File: src/rtl/bcd_digit_source.sv
// BCD digit stream source: emits a run of 0..9 digits counting up or down
// under valid/ready flow control, with optional wrap and a stop request.
module bcd_digit_source #(
    parameter bit WRAP = 1'b1
) (
    input  logic       clk,
    input  logic       rst_n,
    input  logic       load,
    input  logic [3:0] load_val,
    input  logic       start,
    input  logic       dir,
    input  logic       stop,
    input  logic       o_ready,
    output logic [3:0] o_digit,
    output logic       o_valid,
    output logic       o_last,
    output logic       done,
    output logic       busy,
    output logic       err
);

    typedef enum logic [1:0] {
        IDLE = 2'd0,
        RUN  = 2'd1,
        DONE = 2'd2
    } state_t;

    state_t     state, state_nx;
    logic [3:0] digit_q, digit_nx;
    logic       dir_q, dir_nx;
    logic       stop_pend, stop_pend_nx;
    logic       last_q, last_nx;
    logic       err_q, err_nx;
    logic       load_ok, load_bad;
    logic [3:0] start_digit;
    logic [3:0] adv_digit;

    function automatic logic [3:0] advance(input logic [3:0] d, input logic down);
        if (down)
            return (d == 4'd0) ? 4'd9 : d - 4'd1;
        else
            return (d == 4'd9) ? 4'd0 : d + 4'd1;
    endfunction

    // Terminal digit only ends a run when wrapping is disabled.
    function automatic logic is_terminal(input logic [3:0] d, input logic down);
        return !WRAP && (d == (down ? 4'd0 : 4'd9));
    endfunction

    assign load_ok     = load && (load_val <= 4'd9);
    assign load_bad    = load && (load_val > 4'd9);
    assign start_digit = load_ok ? load_val : digit_q;
    assign adv_digit   = advance(digit_q, dir_q);

    always_ff @(posedge clk or negedge rst_n) begin
        if (!rst_n) begin
            state     <= IDLE;
            digit_q   <= 4'd0;
            dir_q     <= 1'b0;
            stop_pend <= 1'b0;
            last_q    <= 1'b0;
            err_q     <= 1'b0;
        end else begin
            state     <= state_nx;
            digit_q   <= digit_nx;
            dir_q     <= dir_nx;
            stop_pend <= stop_pend_nx;
            last_q    <= last_nx;
            err_q     <= err_nx;
        end
    end

    // o_last is recomputed only when a new beat is presented, so a stop that
    // arrives while a beat is stalled marks the following beat, not this one.
    always_comb begin
        state_nx     = state;
        digit_nx     = digit_q;
        dir_nx       = dir_q;
        stop_pend_nx = stop_pend;
        last_nx      = last_q;
        err_nx       = err_q;
        case (state)
            IDLE: begin
                if (load_ok) begin
                    digit_nx = load_val;
                    err_nx   = 1'b0;
                end else if (load_bad) begin
                    err_nx = 1'b1;
                end
                if (start && !load_bad) begin
                    state_nx     = RUN;
                    dir_nx       = dir;
                    stop_pend_nx = 1'b0;
                    last_nx      = is_terminal(start_digit, dir);
                end
            end
            RUN: begin
                stop_pend_nx = stop_pend | stop;
                if (o_ready) begin
                    if (last_q) begin
                        state_nx = DONE;
                        last_nx  = 1'b0;
                    end else begin
                        digit_nx = adv_digit;
                        last_nx  = stop_pend_nx | is_terminal(adv_digit, dir_q);
                    end
                end
            end
            DONE: begin
                state_nx     = IDLE;
                stop_pend_nx = 1'b0;
            end
            default: begin
                state_nx = IDLE;
            end
        endcase
    end

    assign o_digit = digit_q;
    assign o_valid = (state == RUN);
    assign o_last  = last_q;
    assign done    = (state == DONE);
    assign busy    = (state != IDLE);
    assign err     = err_q;

endmodule

File: config.mk
export PLATFORM = sky130hd
export DESIGN_NAME = bcd_digit_source
export DESIGN_NICKNAME = d
export VERILOG_FILES = /design/src/rtl/bcd_digit_source.sv
export SDC_FILE = /design/constraint.sdc
export NUM_CORES = 1
export LEC_CHECK = 0
export CAP_MARGIN = 20
export CORE_MARGIN = 10
export CORE_UTILIZATION = 46
export CTS_BUF_LIST = sky130_fd_sc_hd__clkbuf_16
export CTS_CLUSTER_SIZE = 40
export DETAILED_ROUTE_END_ITERATION = 12
export HOLD_SLACK_MARGIN = 0.02
export PLACE_DENSITY = 0.82
export SLEW_MARGIN = 20
export SYNTH_ARGS = -nofsm -noshare
export SYNTH_HDL_FRONTEND = slang
export SYNTH_SLANG_ARGS = --single-unit
export TNS_END_PERCENT = 20
File: constraint.sdc
create_clock -name clk -period 2.2 [get_ports clk]
set_clock_uncertainty 0.05 [all_clocks]
set_input_delay 0.22 -clock clk [delete_from_list [all_inputs] [get_ports clk]]
set_output_delay 0.22 -clock clk [all_outputs]
set_load 0.01 [all_outputs]
; Word level (Yosys, flattened, before mapping)
; Index checks and enable logic that the tools add are counted.
; W data, S select, Z words.
[totals]
ff_bits = 10
inputBits = 11
output_inout_bits = 9
wordCells = 53
[op_classes]
n_addsub = 2
magnitude_cmp = 2
eq_ne = 8
n_mux = 18
bitwise_logic = 1
n_reduce_logical = 16
[op_table]
columns = op, n
row1 = $mux W4, 6
row2 = $ne A2 B2 Y1 const B, 4
row3 = $pmux W4 S2, 1
row4 = $mux W2, 3
row5 = $reduce_and A2 Y1, 3
row6 = $reduce_and A3 Y1, 2
row7 = $reduce_bool A2 Y1, 3
row8 = $mux W1, 5
row9 = $add A4 B1 Y4 const B, 1
row10 = $eq A4 B4 Y1 const B, 1
row11 = $gt A4 B4 Y1 const B, 1
row12 = $le A4 B4 Y1 const B, 1
row13 = $logic_not A4 Y1, 1
row14 = $pmux W2 S2, 1
row15 = $reduce_and A4 Y1, 1
row16 = $sub A4 B1 Y4 const B, 1
row17 = $logic_and A1 B1 Y1, 3
row18 = $pmux W1 S3, 1
row19 = $reduce_bool A3 Y1, 1
row20 = $eq A2 B1 Y1 const B, 1
row21 = $eq A2 B2 Y1 const B, 1
row22 = $logic_not A2 Y1, 1
row23 = $ne A2 B1 Y1 const B, 1
row24 = $pmux W1 S2, 1
row25 = 2 further kinds, 2

; Depth between registers and ports, before layout
[depth]
ltp_word = 6
mapped_depth = 6
ltp_nobuf = 6

; Worst setup path after synthesis
; OpenSTA, ideal clock, no wires.
[synth_path]
path_kind = reg-to-reg
from = reg state[0]
to = reg digit_q[2], in the netlist o_digit[2]
setup_ns = 0.125
t_arrival_ns = 1.408
t_required_ns = 2.025
path_slack_ns = 0.618
path_stages_with_launch = 7
path_buffers = 0
period_less_slack_ns = 1.582
path_cell_list = dfrtp_1 -> inv_1 -> ha_1 -> inv_1 -> a21oi_1 -> nor2_1 -> mux2_2
[synth_via]
elab_chain_len = 3
word_cells_on_any_way = 8
classes_between = 4 x eq/ne / 1 x mux / 3 x reduce/logical
[synth_lines]
columns = item, line_no
row1 = start: declaration, 28  ; state_t state, state_nx;
row2 = start signal: assignment, 64  ; state <= state_nx;
row3 = $eq A2 B1 Y1 or $logic_not A2 Y1 (tied branches), 82  ; case (state)
row4 = $ne A2 B2 Y1 (no line) or $reduce_bool A2 Y1 (tied branches), --
row5 = $reduce_and A4 Y1 (no line), --
row6 = end signal: assignment, 65  ; digit_q <= digit_nx;
row7 = end: declaration, 29  ; logic [3:0] digit_q, digit_nx;
; Several ways; a longest one is shown, not always the timed one.
; A chain may end at the register's enable or synchronous reset.

; Worst setup path in the final report
[layout_path]
from = reg state[0]
to = out busy
[layout_via]
elab_chain_len = 1
[layout_lines]
columns = item, line_no
row1 = $reduce_bool A2 Y1, 123  ; assign busy = (state != IDLE);
row2 = end: declaration, 18  ; output logic busy,
; No other way between the ends.

==> run metrics <==
site row count=14; Max-Cap Viols=0; first-pass GRT wire length=2950 µm; status=completed; Yosys warnings=0; GR Overflow Total=0; Post-Place Worst Slack=371 ps; CP startpoint=state[0]; DR vias=712; maximum vdd ir drop=0.908 mV; Port-buffer cells=19; reg2reg end=o_digit[2]; WL/cell=14.2 µm; crit-path max FO=6; Die Ht=60.0 µm; WP data required=1930 ps; Main synth FF type=dfrtp_1; Synth Register Bits=10; Clk pin slew, worst setup/hold paths=40 ps; reg-to-reg startpoint=state[1]; Yosys top cell by area=dfrtp_1; Tcrit/Tclk final=0.887; gpl congestion=0.818; DR vias/cell=5.79; core box area=0.00151 mm²; number of CTS-inserted buffers=3; Crit Path Class=flop to primary output; CTS root buffer=clkbuf_16; min Tclk post-route=1950 ps; fin area=0.00102 mm²; syn_nets=100; routing usage on met2=0.169; top post-synthesis cells by area=dfrtp_1, ha_1, nor2b_1; CTS H-tree depth=1; fmax=0.513 GHz; startpoint types=flop; Iter 0 DRT Violations=22; commonest non-fill, non-tap cell in the layout=clkdlybuf4s50_1; setup bufs post-CTS=0; final HPWL from detailed placement=1390 µm; Max clock buf depth=2; drt first pass iters=4; Mean Syn Cell Area=8.54 µm²; Total Neg Setup Slack=0 ps; area growth from synthesis to layout=38.5%; Final WS setup=249 ps; DRC viols=0; M3 GR Usage=0.0445; commonest non-fill, non-tap cells in the layout=clkdlybuf4s50_1, dfrtp_1, nand2_1, nor2_1; register area share after synthesis=0.341; asr flop ratio synth=1.00; initial antenna violation count=0; cell count of the worst reg-to-reg path=5; Worst R2R Setup Slack=430 ps; synthesized cell area=734 µm²; layout cells sized above 1=0.0561; most used routing layer=met2; Tot GR Track Use=0.101; final WL=1740 µm; RSZ-0062 raised after global routing=no; clock sink count=10; final setup fails=0; Initial Util=0.488; Synth Instances=86; Hold Vio Cnt, Final=0; number of flops mapped to enable cells by yosys=0; placed insts=119; Post-CTS Resized=0; Clk Latency, worst-skew pair=240 ps; critical path arrival=1680 ps; ANT nets after route=0; met1 Use GR=0.109; die area=0.00359 mm²; Lkg Pwr=0.417 nW; final non-filler cell total=123; vias in the first global route=682; CTS tree=built; largest net degree at the start of global routing=12; crit path capture=busy; diode count=0; Pwr Density=1580 mW/mm²; Synth top area share=0.341; Rel. slew slack=0.699; dpl cell area=938 µm²; worst hold path type=primary input to asynchronous set/reset pin; crit end category=primary output; max-slew violations=0; Tightest Pin Transition=450 ps; Filler Cells Inserted=124; Synth cell types=35; Hold Slack=251 ps; Ports=20; Nets=122; Die W=60.0 µm; hold buffers post-CTS=0
-- state kept, by name (all words and copies together) (netlist names) --
signal and count:
o_digit 4, stop_pend 1, err 1, dir_q 1, o_last 1, state 2
-- power by group --
group | total, W | switching, W | internal, W | leakage [nW]
Combinational | 0.000874 | 0.000415 | 0.000459 | 0.254
Clock | 0.000321 | 0.0000831 | 0.000238 | 0.0385
Sequential | 0.000414 | 0.000138 | 0.000276 | 0.124
-- layer usage --
layer | wire [µm] | share of wire | vias up
met5 | 0 | 0 | -
met4 | 27 | 0.015 | 0
met1 | 669 | 0.38 | 325
met3 | 175 | 0.10 | 6
li1 | - | - | 357
met2 | 872 | 0.50 | 24
-- cell usage after synthesis (all sizes together) (2+ instances only) --
library cell  count
ha                3
mux2              2
o31ai             3
nor2              7
nor2b             6
a21oi             6
nand3b            2
buf               2
nand2b            3
a31oi             3
mux2i             2
nand2             7
dfrtp            10
o21ai             6
inv               6
-- per-stage QoR --
step | util | power [W]
after floorplan | - | 0.000981
after CTS | 0.675 | 0.00162
after detailed placement | 0.623 | 0.00129
after global placement | 0.623 | 0.00127
after global routing | 0.675 | 0.00175
final | 0.675 | 0.00161
-- how the worst min path moves through the flow --
stage	end	slack [ps]	cells past startpoint
finish	stop_pend	250	1
floorplan	dir_q	-130	0
detailed placement	err	420	2
global route	o_last	280	1
CTS	stop_pend	280	1
global placement	err	410	2
-- area by class of cell --
type	count	area, µm²	share of cell area
clock buffer	3	75.1	0.0738
clock inverter	1	3.75	0.00369
inverter	6	22.5	0.0221
multi-input combinational	67	448	0.440
sequential	10	250	0.246
tap	16	20.0	0.0197
timing repair buffer	20	198	0.194
-- cell families (layout without fill, tap and decap cells) --
group,Yosys count,count (layout),synth area share
AOI/OAI and AO/OA,28,28,0.252
xor gates and xnor gates,1,1,0.0119
adders and majority gates,3,3,0.0511
buffers and inverters,9,30,0.0494
DFF,10,10,0.341
muxes,4,4,0.0579
and+or+nand+nor,31,31,0.237
-- critical path: stages (launching register included) --
cell	delay [ps]
dfrtp_1	360
inv_1	70
ha_1	260
inv_1	180
clkdlybuf4s50_1	570
(Power assumes the default switching activity.)
